<file path="config.mk">
export PLATFORM = sky130hd
export DESIGN_NAME = ps2_rx_fifo
export DESIGN_NICKNAME = d
export VERILOG_FILES = /design/src/rtl/ps2_pkg.sv /design/src/rtl/ps2_evt_fifo.sv /design/src/rtl/ps2_rx_fifo.sv
export SDC_FILE = /design/constraint.sdc
export NUM_CORES = 1
export LEC_CHECK = 0
export CAP_MARGIN = 5
export CORE_MARGIN = 3
export CORE_UTILIZATION = 65
export DETAILED_ROUTE_END_ITERATION = 12
export DONT_BUFFER_PORTS = 1
export PLACE_DENSITY_LB_ADDON = 0.05
export SYNTH_ARGS = -nofsm -noshare
export SYNTH_HDL_FRONTEND = slang
export SYNTH_SLANG_ARGS = --single-unit
</file>
<file path="constraint.sdc">
create_clock -name clk -period 4.17 [get_ports clk]
set_input_delay 0.834 -clock clk [delete_from_list [all_inputs] [get_ports clk]]
set_output_delay 0.834 -clock clk [all_outputs]
set_load 0.02 [all_outputs]
</file>
<file path="src/rtl/ps2_pkg.sv">
// Shared types and constants for the PS/2 keyboard receiver and its event FIFO.
package ps2_pkg;

  typedef enum logic [1:0] {
    ST_IDLE,
    ST_DATA,
    ST_PARITY,
    ST_STOP
  } frame_state_t;

  typedef struct packed {
    logic       ext;
    logic       brk;
    logic [7:0] code;
  } ps2_evt_t;

  localparam int PS2_EVT_W = $bits(ps2_evt_t);

  localparam logic [7:0] PS2_PFX_EXT = 8'hE0;
  localparam logic [7:0] PS2_PFX_BRK = 8'hF0;

  // PS/2 uses odd parity: data bits plus parity bit hold an odd number of ones.
  function automatic logic odd_parity_ok(input logic [7:0] data, input logic par);
    return ^{data, par};
  endfunction

endpackage

</file>
<file path="src/rtl/ps2_evt_fifo.sv">
// Generic synchronous show-ahead FIFO with a registered head; DEPTH must be a power of two.
module ps2_evt_fifo #(
  parameter int DEPTH = 16,
  parameter int WIDTH = 10
) (
  input  logic                   clk,
  input  logic                   reset_n,
  input  logic                   push,
  input  logic [WIDTH-1:0]       wdata,
  input  logic                   pop,
  output logic [WIDTH-1:0]       rdata,
  output logic                   full,
  output logic                   empty,
  output logic [$clog2(DEPTH):0] level
);

  localparam int AW = $clog2(DEPTH);
  localparam int LW = AW + 1;
  localparam logic [LW-1:0] FULL_LVL = LW'(DEPTH);

  logic [WIDTH-1:0] mem [DEPTH];
  logic [AW-1:0]    wr_ptr;
  logic [AW-1:0]    rd_ptr;
  logic [AW-1:0]    rd_next;
  logic             do_push;
  logic             do_pop;

  assign full    = (level == FULL_LVL);
  assign empty   = (level == '0);
  assign do_pop  = pop & ~empty;
  // A pop frees a slot in the same cycle, so a full FIFO still accepts a push alongside it.
  assign do_push = push & (~full | do_pop);
  assign rd_next = do_pop ? rd_ptr + AW'(1) : rd_ptr;

  // NOTE: the storage array has no reset; only pointers, level and the head register do.
  always_ff @(posedge clk) begin
    if (do_push) mem[wr_ptr] <= wdata;
  end

  always_ff @(posedge clk) begin
    if (!reset_n) begin
      wr_ptr <= '0;
      rd_ptr <= '0;
      level  <= '0;
      rdata  <= '0;
    end else begin
      if (do_push) wr_ptr <= wr_ptr + AW'(1);
      rd_ptr <= rd_next;
      case ({do_push, do_pop})
        2'b10:   level <= level + LW'(1);
        2'b01:   level <= level - LW'(1);
        default: ;
      endcase
      // The new head is the word being written when it lands exactly at the next read slot.
      rdata <= (do_push && (wr_ptr == rd_next)) ? wdata : mem[rd_next];
    end
  end

endmodule

</file>
<file path="src/rtl/ps2_rx_fifo.sv">
// PS/2 keyboard receiver: glitch filter, 11-bit frame FSM with timeout, optional E0/F0
// prefix folding (enabled by defining PS2_RX_PREFIX_DECODE_EN) and a key-event FIFO.
module ps2_rx_fifo
  import ps2_pkg::*;
#(
  parameter int FILTER_LEN  = 8,
  parameter int TIMEOUT_CYC = 50000,
  parameter int DEPTH       = 16
) (
  input  logic                   clk,
  input  logic                   reset_n,
  input  logic                   ps2_clk,
  input  logic                   ps2_data,
  output logic                   evt_valid,
  input  logic                   evt_ready,
  output logic [7:0]             evt_code,
  output logic                   evt_ext,
  output logic                   evt_brk,
  output logic [$clog2(DEPTH):0] fifo_level,
  output logic                   err_parity,
  output logic                   err_frame,
  output logic                   ovf_sticky,
  input  logic                   ovf_clr
);

  localparam int FW = $clog2(FILTER_LEN);
  localparam int TW = $clog2(TIMEOUT_CYC + 1);
  localparam logic [FW-1:0] FILT_MAX = FW'(FILTER_LEN - 1);
  localparam logic [TW-1:0] TO_MAX   = TW'(TIMEOUT_CYC - 1);

  logic [1:0] clk_sync;
  logic [1:0] dat_sync;
  logic       clk_s;
  logic       dat_s;

  // NOTE: clocked blocks use non-blocking assignments so every flop samples pre-edge values.
  always_ff @(posedge clk) begin
    if (!reset_n) begin
      clk_sync <= 2'b11;
      dat_sync <= 2'b11;
    end else begin
      clk_sync <= {clk_sync[0], ps2_clk};
      dat_sync <= {dat_sync[0], ps2_data};
    end
  end

  assign clk_s = clk_sync[1];
  assign dat_s = dat_sync[1];

  logic          filt_clk;
  logic [FW-1:0] filt_cnt;
  logic          fall_stb;

  // The filtered clock only follows after FILTER_LEN consecutive samples disagree with it.
  always_ff @(posedge clk) begin
    if (!reset_n) begin
      filt_clk <= 1'b1;
      filt_cnt <= '0;
      fall_stb <= 1'b0;
    end else begin
      fall_stb <= 1'b0;
      if (clk_s == filt_clk) begin
        filt_cnt <= '0;
      end else if (filt_cnt == FILT_MAX) begin
        filt_cnt <= '0;
        filt_clk <= clk_s;
        fall_stb <= filt_clk;
      end else begin
        filt_cnt <= filt_cnt + FW'(1);
      end
    end
  end

  frame_state_t  state;
  logic [2:0]    bit_cnt;
  logic [7:0]    shreg;
  logic          par_bit;
  logic [TW-1:0] to_cnt;
  logic          byte_stb;
  logic [7:0]    byte_q;

  always_ff @(posedge clk) begin
    if (!reset_n) begin
      state      <= ST_IDLE;
      bit_cnt    <= '0;
      shreg      <= '0;
      par_bit    <= 1'b0;
      to_cnt     <= '0;
      err_parity <= 1'b0;
      err_frame  <= 1'b0;
      byte_stb   <= 1'b0;
      byte_q     <= '0;
    end else begin
      err_parity <= 1'b0;
      err_frame  <= 1'b0;
      byte_stb   <= 1'b0;
      if ((state == ST_IDLE) || fall_stb) to_cnt <= '0;
      else                                to_cnt <= to_cnt + TW'(1);

      if ((state != ST_IDLE) && !fall_stb && (to_cnt == TO_MAX)) begin
        state     <= ST_IDLE;
        err_frame <= 1'b1;
      end else if (fall_stb) begin
        case (state)
          ST_IDLE: begin
            if (dat_s) begin
              err_frame <= 1'b1;
            end else begin
              state   <= ST_DATA;
              bit_cnt <= '0;
            end
          end
          ST_DATA: begin
            shreg   <= {dat_s, shreg[7:1]};
            bit_cnt <= bit_cnt + 3'd1;
            if (bit_cnt == 3'd7) state <= ST_PARITY;
          end
          ST_PARITY: begin
            par_bit <= dat_s;
            state   <= ST_STOP;
          end
          ST_STOP: begin
            state <= ST_IDLE;
            // A bad stop bit outranks a parity error.
            if (!dat_s) begin
              err_frame <= 1'b1;
            end else if (!odd_parity_ok(shreg, par_bit)) begin
              err_parity <= 1'b1;
            end else begin
              byte_stb <= 1'b1;
              byte_q   <= shreg;
            end
          end
          default: state <= ST_IDLE;
        endcase
      end
    end
  end

  logic     push;
  ps2_evt_t push_evt;

`ifdef PS2_RX_PREFIX_DECODE_EN
  logic ext_pend;
  logic brk_pend;
  logic is_pfx;

  assign is_pfx = (byte_q == PS2_PFX_EXT) || (byte_q == PS2_PFX_BRK);

  // NOTE: every output of a combinational block gets a default first, so no latch is inferred.
  always_comb begin
    push     = 1'b0;
    push_evt = '{ext: ext_pend, brk: brk_pend, code: byte_q};
    if (byte_stb && !is_pfx) push = 1'b1;
  end

  always_ff @(posedge clk) begin
    if (!reset_n) begin
      ext_pend <= 1'b0;
      brk_pend <= 1'b0;
    end else if (err_parity || err_frame) begin
      ext_pend <= 1'b0;
      brk_pend <= 1'b0;
    end else if (byte_stb) begin
      if (byte_q == PS2_PFX_EXT) begin
        ext_pend <= 1'b1;
      end else if (byte_q == PS2_PFX_BRK) begin
        brk_pend <= 1'b1;
      end else begin
        ext_pend <= 1'b0;
        brk_pend <= 1'b0;
      end
    end
  end
`else
  assign push     = byte_stb;
  assign push_evt = '{ext: 1'b0, brk: 1'b0, code: byte_q};
`endif

  ps2_evt_t head;
  logic     fifo_full;
  logic     fifo_empty;
  logic     pop;
  logic     ovf_evt;

  assign pop     = evt_valid & evt_ready;
  assign ovf_evt = push & fifo_full & ~pop;

  ps2_evt_fifo #(
    .DEPTH(DEPTH),
    .WIDTH(PS2_EVT_W)
  ) u_fifo (
    .clk    (clk),
    .reset_n(reset_n),
    .push   (push),
    .wdata  (push_evt),
    .pop    (pop),
    .rdata  (head),
    .full   (fifo_full),
    .empty  (fifo_empty),
    .level  (fifo_level)
  );

  assign evt_valid = ~fifo_empty;
  assign evt_code  = head.code;
  assign evt_ext   = head.ext;
  assign evt_brk   = head.brk;

  // A fresh overflow wins over a clear arriving in the same cycle.
  always_ff @(posedge clk) begin
    if (!reset_n)     ovf_sticky <= 1'b0;
    else if (ovf_evt) ovf_sticky <= 1'b1;
    else if (ovf_clr) ovf_sticky <= 1'b0;
  end

endmodule

</file>
==> reports/qor.json <==
{
  "worst_hold_path": {
    "worst_hold_path_type": "reg2reg"
  },
  "pwr": {
    "power.leakage_nw": 3.23,
    "power_per_cell_area_nw_per_um2": 360,
    "total_power_mw": 3.68,
    "power.ir.vdd_worst_mv": 0.322
  },
  "setup_path": {
    "worst-setup-path-type": "reg2reg",
    "type_of_element_capturing_the_critical_path": "flop",
    "worst-endpoint-arrival_ns": 3.13,
    "delay_of_the_slowest_cell_on_the_worst_path_ns": 0.85,
    "worstPathMaxFanout": 10,
    "worst_path_slowest_cell": "sky130_fd_sc_hd__nor3_1",
    "timing.critical_path.max_delay_family": "simple AND/OR/NAND/NOR gates",
    "timing.critical_path.required_ns": 4.22,
    "critical_path.n_buffers_inverters": 0,
    "worst_setup_start_kind": "flop",
    "sequence_of_cells_on_the_critical_path": "or4_4, nor2_1, nor2b_1, nand2_1, nor3_1"
  },
  "die": {
    "core_area_um2": 14100,
    "floorplan.io_pins": 25,
    "overall_die_area_um2": 16200,
    "fp.dieW_um": 127,
    "die_h_um": 127,
    "start_util": 0.676,
    "number_of_rows_created_at_floorplan": 43
  },
  "finish": {
    "antenna_cells_inserted": 0,
    "area_occupied_by_multi_input_gates_um2": 4010,
    "fill_cells": 926,
    "drive_gt1_frac": 0.169,
    "final_util": 0.725,
    "syn_to_layout_area_delta_pct": 7.13,
    "seq_area_um2": 5290,
    "finalNetCount": 722,
    "final_area_um2": 10200
  },
  "sta": {
    "timing.setup.tns_ns": 0,
    "grt_setup_unrepaired": "false",
    "fin_skew_ns": 0.0100,
    "slew_viols_final": 0,
    "upper_clock_frequency_limit_mhz": 325,
    "min_period_ns": 3.08,
    "worst_slack_ns": 1.09,
    "worst_slew_pin_slew_ns": 1.03,
    "timing_hold_violations_final": 0,
    "finalCritPeriodShare": 0.738,
    "max_slew_margin": 0.305,
    "finalSetupViolations": 0
  },
  "route": {
    "drt_iter0_markers": 777,
    "num_vias": 6033,
    "drt_wirelength_um": 20800,
    "wl_per_cell_um": 23.3,
    "viasPerCell": 6.75,
    "detail-route-antenna-nets": 0,
    "post-route-drc-count": 0,
    "dr.pass1.iters": 5
  },
  "global_routing": {
    "grt_antenna_before_repair": 0,
    "first_pass_grt_wire_length_um": 33300,
    "grt_pass1_vias": 5968,
    "grt_start_max_net_pins": 55,
    "overflow": 0,
    "global_route.usage.total": 0.272
  },
  "placed_design": {
    "hpwl_dp_um": 14000,
    "dpl_cell_area_um2": 9630,
    "io_buffers": 0,
    "dpl_worst_slack_ns": 0.983,
    "gp_routability_congestion": 0.906
  },
  "logic_synthesis": {
    "ys.warnings.count": 0,
    "synthDominantCellAreaShare": 0.403,
    "synth_area_in_compound_gates": 0.0694,
    "dominantRegCellSynth": "sky130_fd_sc_hd__edfxtp_1",
    "postSynthRegisterBits": 200,
    "synth.largest_area_cell": "sky130_fd_sc_hd__edfxtp_1",
    "synth_top_cells_by_count": "128 x sky130_fd_sc_hd__edfxtp_1, 72 x sky130_fd_sc_hd__dfxtp_1, 58 x sky130_fd_sc_hd__nand2_1",
    "multiplexer_area_fraction_after_synthesis": 0.181,
    "yosysMostFrequentCell": "sky130_fd_sc_hd__edfxtp_1",
    "post_synth_num_cell_types": 54,
    "synth.avg_cell_area_um2": 13.3,
    "synth.yosys.seq_area_share": 0.554,
    "synth_simple_gate_area_share": 0.111,
    "synthCells": 719,
    "count_of_flip_flops_with_a_built_in_enable_after_synthesis": 128,
    "yosys.area_share.xor_xnor": 0.0382,
    "largest_family_of_logic_cells_by_synthesized_area": "multiplexers",
    "synthAdderAreaFrac": 0.0197,
    "synth-async-reset-ratio": 0,
    "synth_top_cells_by_area": "sky130_fd_sc_hd__edfxtp_1 40%, sky130_fd_sc_hd__dfxtp_1 15%, sky130_fd_sc_hd__mux4_2 13%",
    "post_synth_instance_area_um2": 9540
  },
  "clock_network": {
    "holdBufCountCts": 0,
    "post-cts-setup-buffers": 0,
    "cts_max_path_buffers": 2,
    "number_of_cts_inserted_buffers": 17,
    "cts_tree": "built",
    "worst_setup_hold_path_clk_slew_ns": 0.06,
    "cts.repair.resized": 0,
    "root_buffer": "sky130_fd_sc_hd__clkbuf_16",
    "clock_latency_ns": 0.43,
    "cts-htree-levels": 4,
    "cts.sinks": 200
  },
  "flow_run": {
    "max_cap_violations": 0
  },
  "status": {
    "outcome": "finished clean"
  }
}
-- where the power goes --
part,total [mW],leakage (nW),internal (mW),switching (mW)
Clock,1.58,0.287,0.890,0.689
Combinational,0.0116,1.18,0.00686,0.00472
Sequential,2.09,1.77,2.08,0.00484
Total,3.68,3.23,2.98,0.699
-- final timing paths --
check                                     start               end  slack (ns)  cells after the start
worst max-delay path            u_fifo.level[1]  u_fifo.mem[2][3]        1.09                      5
worst min register to register      filt_cnt[0]       filt_cnt[0]        0.42                      1
worst max register to register  u_fifo.level[1]  u_fifo.mem[2][3]        1.09                      5
worst min-delay path                filt_cnt[0]       filt_cnt[0]        0.42                      1
-- per-layer routing --
layer,up-vias,share of wire,track usage
li1,2701,-,-
met4,0,0.020,0.0776
met3,37,0.068,0.0447
met1,3020,0.40,0.375
met2,275,0.51,0.455
met5,-,0,0
-- worst register-to-register path, cell delays in order, from the launching register on --
cell and delay, ns:
sky130_fd_sc_hd__dfxtp_1 0.58, sky130_fd_sc_hd__or4_4 0.27, sky130_fd_sc_hd__nor2_1 0.07, sky130_fd_sc_hd__nor2b_1 0.59, sky130_fd_sc_hd__nand2_1 0.34, sky130_fd_sc_hd__nor3_1 0.85
-- stage by stage --
stage          std cells  hold WS [ns]
2_1_floorplan        720         0.386
3_3_place_gp         862         0.395
3_5_place_dp         862         0.399
4_1_cts              894         0.427
5_1_grt              894         0.435
6_report             894         0.422
-- state kept, by name (all words and copies together) (netlist names), 2 cells and up --
| name | flops |
|---|---|
| u_fifo.rdata | 8 |
| u_fifo.mem | 128 |
| bit_cnt | 3 |
| shreg | 8 |
| filt_cnt | 3 |
| u_fifo.wr_ptr | 4 |
| state | 2 |
| byte_q | 8 |
| clk_sync | 2 |
| u_fifo.level | 5 |
| u_fifo.rd_ptr | 4 |
| to_cnt | 16 |
| dat_sync | 2 |
-- placed cells by master, fill, tap and decap left out, types with 3 or more instances in the layout --
master                        n
sky130_fd_sc_hd__nand2b_1    10
sky130_fd_sc_hd__a21oi_1      9
sky130_fd_sc_hd__ha_1        15
sky130_fd_sc_hd__a21boi_0    12
sky130_fd_sc_hd__nand3_1     41
sky130_fd_sc_hd__nand4_1      3
sky130_fd_sc_hd__nand2_1     58
sky130_fd_sc_hd__inv_1        8
sky130_fd_sc_hd__nor2_1      42
sky130_fd_sc_hd__nor2b_1     17
sky130_fd_sc_hd__o22ai_1      7
sky130_fd_sc_hd__edfxtp_1   128
sky130_fd_sc_hd__and3_1       7
sky130_fd_sc_hd__and2_1      13
sky130_fd_sc_hd__a32oi_1     10
sky130_fd_sc_hd__mux2i_1     26
sky130_fd_sc_hd__o41ai_1      7
sky130_fd_sc_hd__a22oi_1      7
sky130_fd_sc_hd__buf_4       10
sky130_fd_sc_hd__dfxtp_1     70
sky130_fd_sc_hd__xnor2_1     24
sky130_fd_sc_hd__clkbuf_16   20
sky130_fd_sc_hd__clkbuf_1     3
sky130_fd_sc_hd__o21ai_0     11
sky130_fd_sc_hd__mux2_2      15
sky130_fd_sc_hd__xor2_1      15
sky130_fd_sc_hd__o31ai_1      7
sky130_fd_sc_hd__mux4_2      57
sky130_fd_sc_hd__nor3_1      13
sky130_fd_sc_hd__a211oi_1     8
-- final cells by class --
| class | count | area share |
|---|---|---|
| flip-flops and latches | 200 | 0.518 |
| clock buffers | 24 | 0.0514 |
| inverters | 8 | 0.00294 |
| well taps | 180 | 0.0220 |
| multi-input cells | 464 | 0.393 |
| repair buffers | 10 | 0.00735 |
| clock inverters | 8 | 0.00551 |
-- cells by family (layout without fill, tap and decap cells) --
group                    Yosys count  after routing
AO/OA/AOI/OAI                     91             91
XOR/XNOR                          40             40
adder cells (fa/ha/maj)           15             15
buffers and inverters             56             50
flip-flops                       200            200
multiplexers                      99             99
other                              1              2
AND/OR/NAND/NOR                  217            217
(Power assumes the default switching activity.)
